$ cat src/rtl/cpu_pkg.sv
// Shared ISA and sequencer definitions: opcodes, FSM encoding, flag bit positions.
// No logic or latency of its own.
// No flow control involved.
package cpu_pkg;

    localparam logic [3:0] OP_ADD = 4'h0;
    localparam logic [3:0] OP_SUB = 4'h1;
    localparam logic [3:0] OP_AND = 4'h2;
    localparam logic [3:0] OP_OR  = 4'h3;
    localparam logic [3:0] OP_XOR = 4'h4;
    localparam logic [3:0] OP_NOT = 4'h5;
    localparam logic [3:0] OP_SHL = 4'h6;
    localparam logic [3:0] OP_SHR = 4'h7;
    localparam logic [3:0] OP_LDI = 4'h8;
    localparam logic [3:0] OP_JMP = 4'h9;
    localparam logic [3:0] OP_JZ  = 4'hA;
    localparam logic [3:0] OP_JN  = 4'hB;
    localparam logic [3:0] OP_JC  = 4'hC;
    localparam logic [3:0] OP_JV  = 4'hD;
    localparam logic [3:0] OP_NOP = 4'hE;
    localparam logic [3:0] OP_HLT = 4'hF;

    // Bit positions inside the {Z,N,C,V} flag nibble
    localparam int FZ = 3;
    localparam int FN = 2;
    localparam int FC = 1;
    localparam int FV = 0;

    typedef enum logic [2:0] {
        ST_FETCH  = 3'd0,
        ST_DECODE = 3'd1,
        ST_EXEC   = 3'd2,
        ST_IMM    = 3'd3,
        ST_HALT   = 3'd4
    } state_e;

    function automatic logic is_alu_op(input logic [3:0] op);
        return ~op[3];
    endfunction

endpackage

$ cat src/rtl/reg_file_4x8.sv
// Four 8-bit registers: two combinational operand reads, one debug read, one synchronous write.
// Reads are zero-latency; a write is visible the cycle after it is presented.
// No backpressure; a write is always accepted.
module reg_file_4x8 (
    input  logic       clk,
    input  logic       rst,
    input  logic [1:0] ra_sel,
    input  logic [1:0] rb_sel,
    input  logic [1:0] dbg_sel,
    output logic [7:0] ra_dat,
    output logic [7:0] rb_dat,
    output logic [7:0] dbg_dat,
    input  logic       wr_vld,
    input  logic [1:0] wr_sel,
    input  logic [7:0] wr_dat
);

    logic [3:0][7:0] regs_q;
    logic [3:0][7:0] regs_d;

    always_comb begin
        regs_d = regs_q;
        if (wr_vld) begin
            regs_d[wr_sel] = wr_dat;
        end
    end

    always_ff @(posedge clk) begin
        if (rst) begin
            regs_q <= '0;
        end else begin
            regs_q <= regs_d;
        end
    end

    assign ra_dat  = regs_q[ra_sel];
    assign rb_dat  = regs_q[rb_sel];
    assign dbg_dat = regs_q[dbg_sel];

endmodule

$ cat src/rtl/control_unit.sv
// Multi-cycle sequencer feeding an external 8-bit ALU from a 4x8 register file.
// ALU ops, LDI, JMP and Jcc take 3 cycles, NOP 2; HLT parks until reset.
// No backpressure: program memory and ALU are both combinational and always ready.
module control_unit
    import cpu_pkg::*;
#(
    parameter logic [7:0] RESET_PC = 8'h00
) (
    input  logic       clk,
    input  logic       rst,
    output logic [7:0] pc,
    input  logic [7:0] mem_data,
    output logic [7:0] alu_a,
    output logic [7:0] alu_b,
    output logic [2:0] alu_sel,
    input  logic [7:0] alu_result,
    input  logic [3:0] alu_flags,
    output logic [3:0] flags,
    output logic       retire,
    output logic       halted,
    input  logic [1:0] dbg_sel,
    output logic [7:0] dbg_reg
);

    state_e     state_q, state_d;
    logic [7:0] pc_q, pc_d;
    logic [7:0] ir_q, ir_d;
    logic [3:0] flags_q, flags_d;

    logic [3:0] op;
    logic       branch_taken;
    logic       rf_wr_vld;
    logic [7:0] rf_wr_dat;
    logic       retire_raw;

    assign op = ir_q[7:4];

    reg_file_4x8 u_reg_file (
        .clk     (clk),
        .rst     (rst),
        .ra_sel  (ir_q[3:2]),
        .rb_sel  (ir_q[1:0]),
        .dbg_sel (dbg_sel),
        .ra_dat  (alu_a),
        .rb_dat  (alu_b),
        .dbg_dat (dbg_reg),
        .wr_vld  (rf_wr_vld),
        .wr_sel  (ir_q[3:2]),
        .wr_dat  (rf_wr_dat)
    );

    always_ff @(posedge clk) begin
        if (rst) begin
            state_q <= ST_FETCH;
            pc_q    <= RESET_PC;
            ir_q    <= 8'h00;
            flags_q <= 4'h0;
        end else begin
            state_q <= state_d;
            pc_q    <= pc_d;
            ir_q    <= ir_d;
            flags_q <= flags_d;
        end
    end

    always_comb begin
        state_d = state_q;
        case (state_q)
            ST_FETCH:  state_d = ST_DECODE;
            ST_DECODE: begin
                if (is_alu_op(op)) begin
                    state_d = ST_EXEC;
                end else if (op == OP_NOP) begin
                    state_d = ST_FETCH;
                end else if (op == OP_HLT) begin
                    state_d = ST_HALT;
                end else begin
                    state_d = ST_IMM;
                end
            end
            ST_EXEC:   state_d = ST_FETCH;
            ST_IMM:    state_d = ST_FETCH;
            ST_HALT:   state_d = ST_HALT;
            default:   state_d = ST_FETCH;
        endcase
    end

    // Conditional jumps test the flags as they stood before the jump
    always_comb begin
        branch_taken = 1'b0;
        case (op)
            OP_JMP:  branch_taken = 1'b1;
            OP_JZ:   branch_taken = flags_q[FZ];
            OP_JN:   branch_taken = flags_q[FN];
            OP_JC:   branch_taken = flags_q[FC];
            OP_JV:   branch_taken = flags_q[FV];
            default: branch_taken = 1'b0;
        endcase
    end

    always_comb begin
        pc_d       = pc_q;
        ir_d       = ir_q;
        flags_d    = flags_q;
        rf_wr_vld  = 1'b0;
        rf_wr_dat  = alu_result;
        retire_raw = 1'b0;
        case (state_q)
            ST_FETCH: begin
                ir_d = mem_data;
                pc_d = pc_q + 8'd1;
            end
            ST_DECODE: begin
                retire_raw = (op == OP_NOP);
            end
            ST_EXEC: begin
                rf_wr_vld  = 1'b1;
                rf_wr_dat  = alu_result;
                flags_d    = alu_flags;
                retire_raw = 1'b1;
            end
            ST_IMM: begin
                retire_raw = 1'b1;
                if (op == OP_LDI) begin
                    rf_wr_vld = 1'b1;
                    rf_wr_dat = mem_data;
                    pc_d      = pc_q + 8'd1;
                end else if (branch_taken) begin
                    pc_d = mem_data;
                end else begin
                    pc_d = pc_q + 8'd1;
                end
            end
            default: begin
            end
        endcase
    end

    assign pc      = pc_q;
    assign alu_sel = ir_q[6:4];
    assign flags   = flags_q;
    assign retire  = retire_raw & ~rst;
    assign halted  = (state_q == ST_HALT);

endmodule

$ cat config.mk
export PLATFORM = sky130hd
export DESIGN_NAME = control_unit
export DESIGN_NICKNAME = d
export VERILOG_FILES = /design/src/rtl/cpu_pkg.sv /design/src/rtl/reg_file_4x8.sv /design/src/rtl/control_unit.sv
export SDC_FILE = /design/constraint.sdc
export NUM_CORES = 1
export LEC_CHECK = 0
export ABC_AREA = 1
export CAP_MARGIN = 40
export CELL_PAD_IN_SITES_DETAIL_PLACEMENT = 0
export CELL_PAD_IN_SITES_GLOBAL_PLACEMENT = 1
export CORE_MARGIN = 2
export CORE_UTILIZATION = 33
export CTS_CLUSTER_DIAMETER = 150
export DETAILED_ROUTE_END_ITERATION = 16
export GPL_ROUTABILITY_DRIVEN = 0
export GPL_TIMING_DRIVEN = 0
export PLACE_DENSITY = 0.86
export SYNTH_ARGS = -nofsm -noshare
export SYNTH_HDL_FRONTEND = slang
export SYNTH_HIERARCHICAL = 1
export SYNTH_SLANG_ARGS = --single-unit
$ cat constraint.sdc
create_clock -name clk -period 1.8 [get_ports clk]
set_clock_uncertainty 0.1 [all_clocks]
set_input_delay 0.18 -clock clk [delete_from_list [all_inputs] [get_ports clk]]
set_output_delay 0.18 -clock clk [all_outputs]
set_load 0.005 [all_outputs]
Yosys cells after proc, flatten, opt, wreduce, memory -nomap -nowiden
Index checks and enable logic that the tools add are counted.
{"block": "classes", "add_sub_neg": 1, "order_cmp": 4, "eq_ne": 12, "mux": 22, "n_bitwise": 2, "n_reduce_logical": 4}
{"cell": "2-to-1 mux 8 bit", "n": 8}
{"cell": "binary-select mux 8 bit (select 2 bit)", "n": 3}
{"cell": "bitwise mux 32 bit", "n": 1}
{"cell": "== test 4 bit (second input constant)", "n": 8}
{"cell": "demux 8 bit (select 2 bit)", "n": 1}
{"cell": "one-hot mux 8 bit (2 select lines)", "n": 1}
{"cell": "< comparator 2 x 3 -> 1 bit (second input constant)", "n": 3}
{"cell": "2-to-1 mux 3 bit", "n": 3}
{"cell": "one-hot mux 3 bit (3 select lines)", "n": 1}
{"cell": "adder 8 x 1 -> 8 bit (second input constant)", "n": 1}
{"cell": "== test 3 x 2 -> 1 bit (second input constant)", "n": 2}
{"cell": "one-hot mux 1 bit (5 select lines)", "n": 1}
{"cell": "one-hot mux 1 bit (2 select lines)", "n": 2}
{"cell": "== test 3 x 1 -> 1 bit (second input constant)", "n": 1}
{"cell": "== test 3 bit (second input constant)", "n": 1}
{"cell": "logical NOT 3 bit", "n": 1}
{"cell": "greater-or-equal comparator 2 x 1 -> 1 bit (second input constant)", "n": 1}
{"cell": "nonzero test 2 bit", "n": 1}
{"cell": "OR reduction 2 bit", "n": 1}
{"cell": "AND 1 bit", "n": 1}
{"cell": "logical AND 1 bit", "n": 1}
{"cell": "2-to-1 mux 1 bit", "n": 1}
{"cell": "inverter 1 bit", "n": 1}
{"block": "word_totals", "regBits": 55, "input_bits": 24, "output_inout_bits": 41, "elab_cells": 53}

Logic depth before layout (Yosys ltp)
{"block": "logic_depth", "ltp_word": 5, "ltp_mapped": 13, "ltp_nobuf": 10}

Hierarchy
Netlist, hierarchy kept.
{"module": "reg_file_4x8", "n_inst": 1, "cells_per_inst": 343, "area_each_um2": 2038.2, "seq_area_each_um2": 640.6}
{"module": "control_unit", "n_inst": 1, "cells_per_inst": 200, "area_each_um2": 1358.8, "seq_area_each_um2": 460.4}

Worst setup path before layout
OpenSTA, ideal clock, no wires.
{"block": "synth_timing", "kind": "register to register", "startpoint": "reg state_q[0]", "endpoint": "reg u_reg_file/regs_q[5] (netlist bit)", "setup_ns": 0.115, "arrival_ns": 1.740, "required_ns": 1.585, "slack_ns": -0.155, "path_stages_with_launch": 13, "path_buffers": 4, "synth_period_minus_slack_ns": 1.955, "cell_sequence": "dfxtp_1 -> inv_2 -> nor2_4 -> nand2_2 -> or2_1 -> buf_6 -> buf_12 -> nand2_1 -> buf_4 -> clkbuf_1 -> nand3_1 -> nand2_1 -> nor2_1"}
{"block": "synth_between", "word_cells_on_any_way": 5, "cone_classes": "eq/ne: 2; mux: 3"}
{"item": "from (decl)", "line_no": "control_unit.sv:25", "text": "state_e state_q, state_d;"}
{"item": "from (signal assigned)", "line_no": "control_unit.sv:59", "text": "state_q <= state_d;"}
{"item": "== test 3 x 2 -> 1 bit", "line_no": "control_unit.sv:108", "text": "case (state_q)"}
{"item": "one-hot mux 1 bit (2 select lines) (*)", "line_no": "control_unit.sv:108"}
{"item": "via rf_wr_vld", "line_no": "control_unit.sv:32", "text": "logic rf_wr_vld;"}
{"item": "to (signal assigned)", "line_no": "reg_file_4x8.sv:32", "text": "regs_q <= regs_d;"}
{"item": "to (decl)", "line_no": "reg_file_4x8.sv:18", "text": "logic [3:0][7:0] regs_q;"}
The timed path passes the listed nets; every way through them passes the cells marked *.
A chain may end at the register's enable or synchronous reset.

Final worst setup path
{"block": "layout_timing", "startpoint": "reg state_q[0]", "endpoint": "reg u_reg_file/regs_q[2] (netlist bit)"}
{"block": "layout_between", "elab_chain_cells": 3, "word_cells_on_any_way": 5, "cone_classes": "eq/ne: 2; mux: 3"}
{"item": "== test 3 x 2 -> 1 bit", "line_no": "control_unit.sv:108"}
{"item": "2-to-1 mux 8 bit", "line_no": "control_unit.sv:108"}
{"item": "via rf_wr_dat[2]", "line_no": "control_unit.sv:33", "text": "logic [7:0] rf_wr_dat;"}
{"item": "bitwise mux 32 bit", "line_no": "reg_file_4x8.sv:24", "text": "regs_d[wr_sel] = wr_dat;"}
The timed path passes the listed nets, and every way through them passes these cells.

==> results.toml <==
[finish]
fin_cells = 794
fill_cells = 968
syn_to_final_growth_pct = 48.3
antenna_cells = 0
final_area_um2 = 5040
drive_gt1_share_pct = 23.9
final_nets = 682
post-route-util_pct = 49.7

[yosys]
synthTopCellsByCount = "nand2_1 (170), nor2_1 (68), inv_1 (66)"
yosys_warnings = 6
yosys-top-cells-area = "dfxtp_1 (32%), nand2_1 (19%), o211ai_1 (11%)"
yosysTopAreaCell = "dfxtp_1"
ys_types = 29
syn-instance-count = 543
synth_top_area_share_pct = 32.4
ys_seq_elements = 55
synth_nets = 568
yosysMostFrequentCell = "nand2_1"
ys.flop_type = "dfxtp_1"
synthArstFlopShare_pct = 0
netlist_area_um2 = 3400
synth_edf_count = 0
syn_area_per_cell_um2 = 6.26
yosysSeqAreaShare_pct = 32.4

[power]
p_int_mw = 3.23
power.density_nw_per_um2 = 1070
combPwrFrac_pct = 52.2
pwr-share-clk_pct = 16.1
sw_frac_of_total_pct = 40.1
ir_worst_vdd_mv = 0.609
p_switching_mw = 2.16
p_leak_nw = 2.43
seqPwrFrac_pct = 31.7

[cts]
cts-root-buf = "clkbuf_8"
htreeDepth = 2
cts_tree = "built"
clk_path_buf_depth = 2
insertion_delay_ps = 310
clock-sinks = 55
cts_made_buffers = 5
clk_pin_slew_ps = 100

[route]
dr.first_iter.drc_count = 233
wl_um = 12000
vias = 3961
wl_met2_um = 5750
drc = 0
vias_per_cell = 4.99
met1Wirelength_um = 5410
drt_pass1_iterations = 5
wl_met3_um = 597
wl_per_cell_um = 15.1
top_layer = "met4"
postRouteAntennaNets = 0

[setup_path]
reg2reg_slack_ps = -70
critical-path-max-stage-delay_ps = 370
crit_family = "simple AND/OR/NAND/NOR gates"
startpoint = "state_q[0]"
start_kind = "flip-flop"
rr_endpoint = "u_reg_file/regs_q[2]"
cp_max_fo = 8
crit_buf_inv = 4
critPathSlowestCell = "dfxtp_2"
reg2reg_depth = 11
path_depth = 11
path_class = "reg -> reg"
crit_required_ps = 1950
crit_chain = "inv_4 > nor2_4 > nand2_2 > or2_4 > buf_12 > buf_4 > o21ai_4 > inv_1 > nand3_1 > nand2_1 > nor2_1"
end_kind = "flip-flop"
r2r_start = "state_q[0]"
crit_arrival_ps = 2020

[timing]
slew_viol_final = 0
max_freq_mhz = 535
finalHoldViolCount = 0
post-route-period-util_pct = 104
rsz0062_at_grt = "yes"
fin_ws_ps = -70.2
setup_viol = 8
worst_slew_pin_slew_ps = 515
fin_tns_setup_ps = -132
slew_headroom_pct = 65.7
finalCriticalPeriod_ps = 1870

[floorplan]
die_area_um2 = 11100
die_h_um = 105
fp.dieW_um = 105
core_um2 = 10100
rows = 37
ioPinCount = 65
initial_utilization_pct = 33.5

[global_routing]
grt_pass1_wl_um = 18700
grt_max_degree = 17
antenna_found_initial = 0
gr-total-overflow = 0
grt_pass1_vias = 3720
track_usage_pct = 20.8

[flow_run]
drv_cap = 0

[placement]
hpwl_um = 8340
place_area_um2 = 4260
port_buffers = 63
dp_worst_setup_slack_ps = -416
dp_cells = 742

[run_status]
violations = "setup timing"
status = "finished, violations left"

[hold_path]
hold_class = "in -> reg"
min_to = "flags[3]"
whs_path_depth = 3
min-delay-start = "alu_flags[3]"
[worst max-delay path by stage]
stage | slack [ps] | end
after floorplan | -30 | u_reg_file/regs_q[25]
after global placement | -440 | alu_a[7]
after detailed placement | -420 | dbg_reg[5]
after CTS | -110 | u_reg_file/regs_q[29]
after global routing | -140 | u_reg_file/regs_q[2]
final | -70 | u_reg_file/regs_q[2]
[power groups by stage]
stage	Clock (mW)	Sequential, mW	Combinational, mW
6_report	0.868	1.71	2.82
3_3_place_gp	0	1.72	2.27
4_1_cts	0.880	1.69	2.76
5_1_grt	0.935	1.73	3.07
3_5_place_dp	0	1.73	2.30
2_1_floorplan	0	1.65	1.33
[metal layers]
layer,up-vias,GRT usage (%)
li1,1986,-
met1,1826,27.1
met2,134,35.4
met3,15,3.15
met4,0,6.19
met5,-,0
[placed cells by master, fill, tap and decap left out, drive strengths merged, types with 3 or more instances in the layout]
cell	instances
nor3	3
nor2	71
dfxtp	55
inv	66
o211ai	48
dlygate4sd2	7
nand2	173
nand3	27
buf	60
a21oi	27
clkdlybuf4s50	38
nand4	8
clkbuf	31
dlymetal6s2s	6
o21ai	24
[through the flow]
stage | total power, mW | hold WS [ps]
global route | 5.74 | 346
CTS | 5.33 | 335
global placement | 3.99 | 376
floorplan | 2.98 | 245
detailed placement | 4.03 | 382
finish | 5.39 | 340
[layout make-up]
type | count | area [um^2] | area share [%]
Sequential cell | 55 | 1130 | 22.5
Multi-Input combinational cell | 389 | 2060 | 41.0
Inverter | 69 | 269 | 5.34
Tap cell | 136 | 170 | 3.38
Clock buffer | 6 | 82.6 | 1.64
Clock inverter | 2 | 35.0 | 0.695
Timing Repair Buffer | 109 | 1010 | 20.1
Buffer | 28 | 274 | 5.44
[sequential cells by signal, indices dropped and copies added (netlist names)]
signal	flops
ir_q	8
pc	8
flags	4
state_q	3
u_reg_file/regs_q	32
[worst register-to-register path: cells and delay by family (launching register included)]
family / cells / cell delay (ps)
AOI/OAI and AO/OA: 1 / 240
DFF: 1 / 370
buffers and inverters: 4 / 440
and+or+nand+nor: 6 / 670
[cells by family after synthesis]
kind of cell,Yosys count,synth area share (%)
buffers and inverters,99,12.5
adder cells (fa/ha/maj),1,0.368
flip-flops,55,32.4
AO/OA/AOI/OAI,102,19.6
XOR/XNOR,3,0.774
AND/OR/NAND/NOR,283,34.4
[what timing repair did]
action,4_1_cts,5_1_grt
gates cloned,4,0
setup endpoints to repair,58,55
pin swaps,20,24
hold buffers,0,0
resized for setup,115,64
buffers inserted,38,7
(Power assumes the default switching activity.)
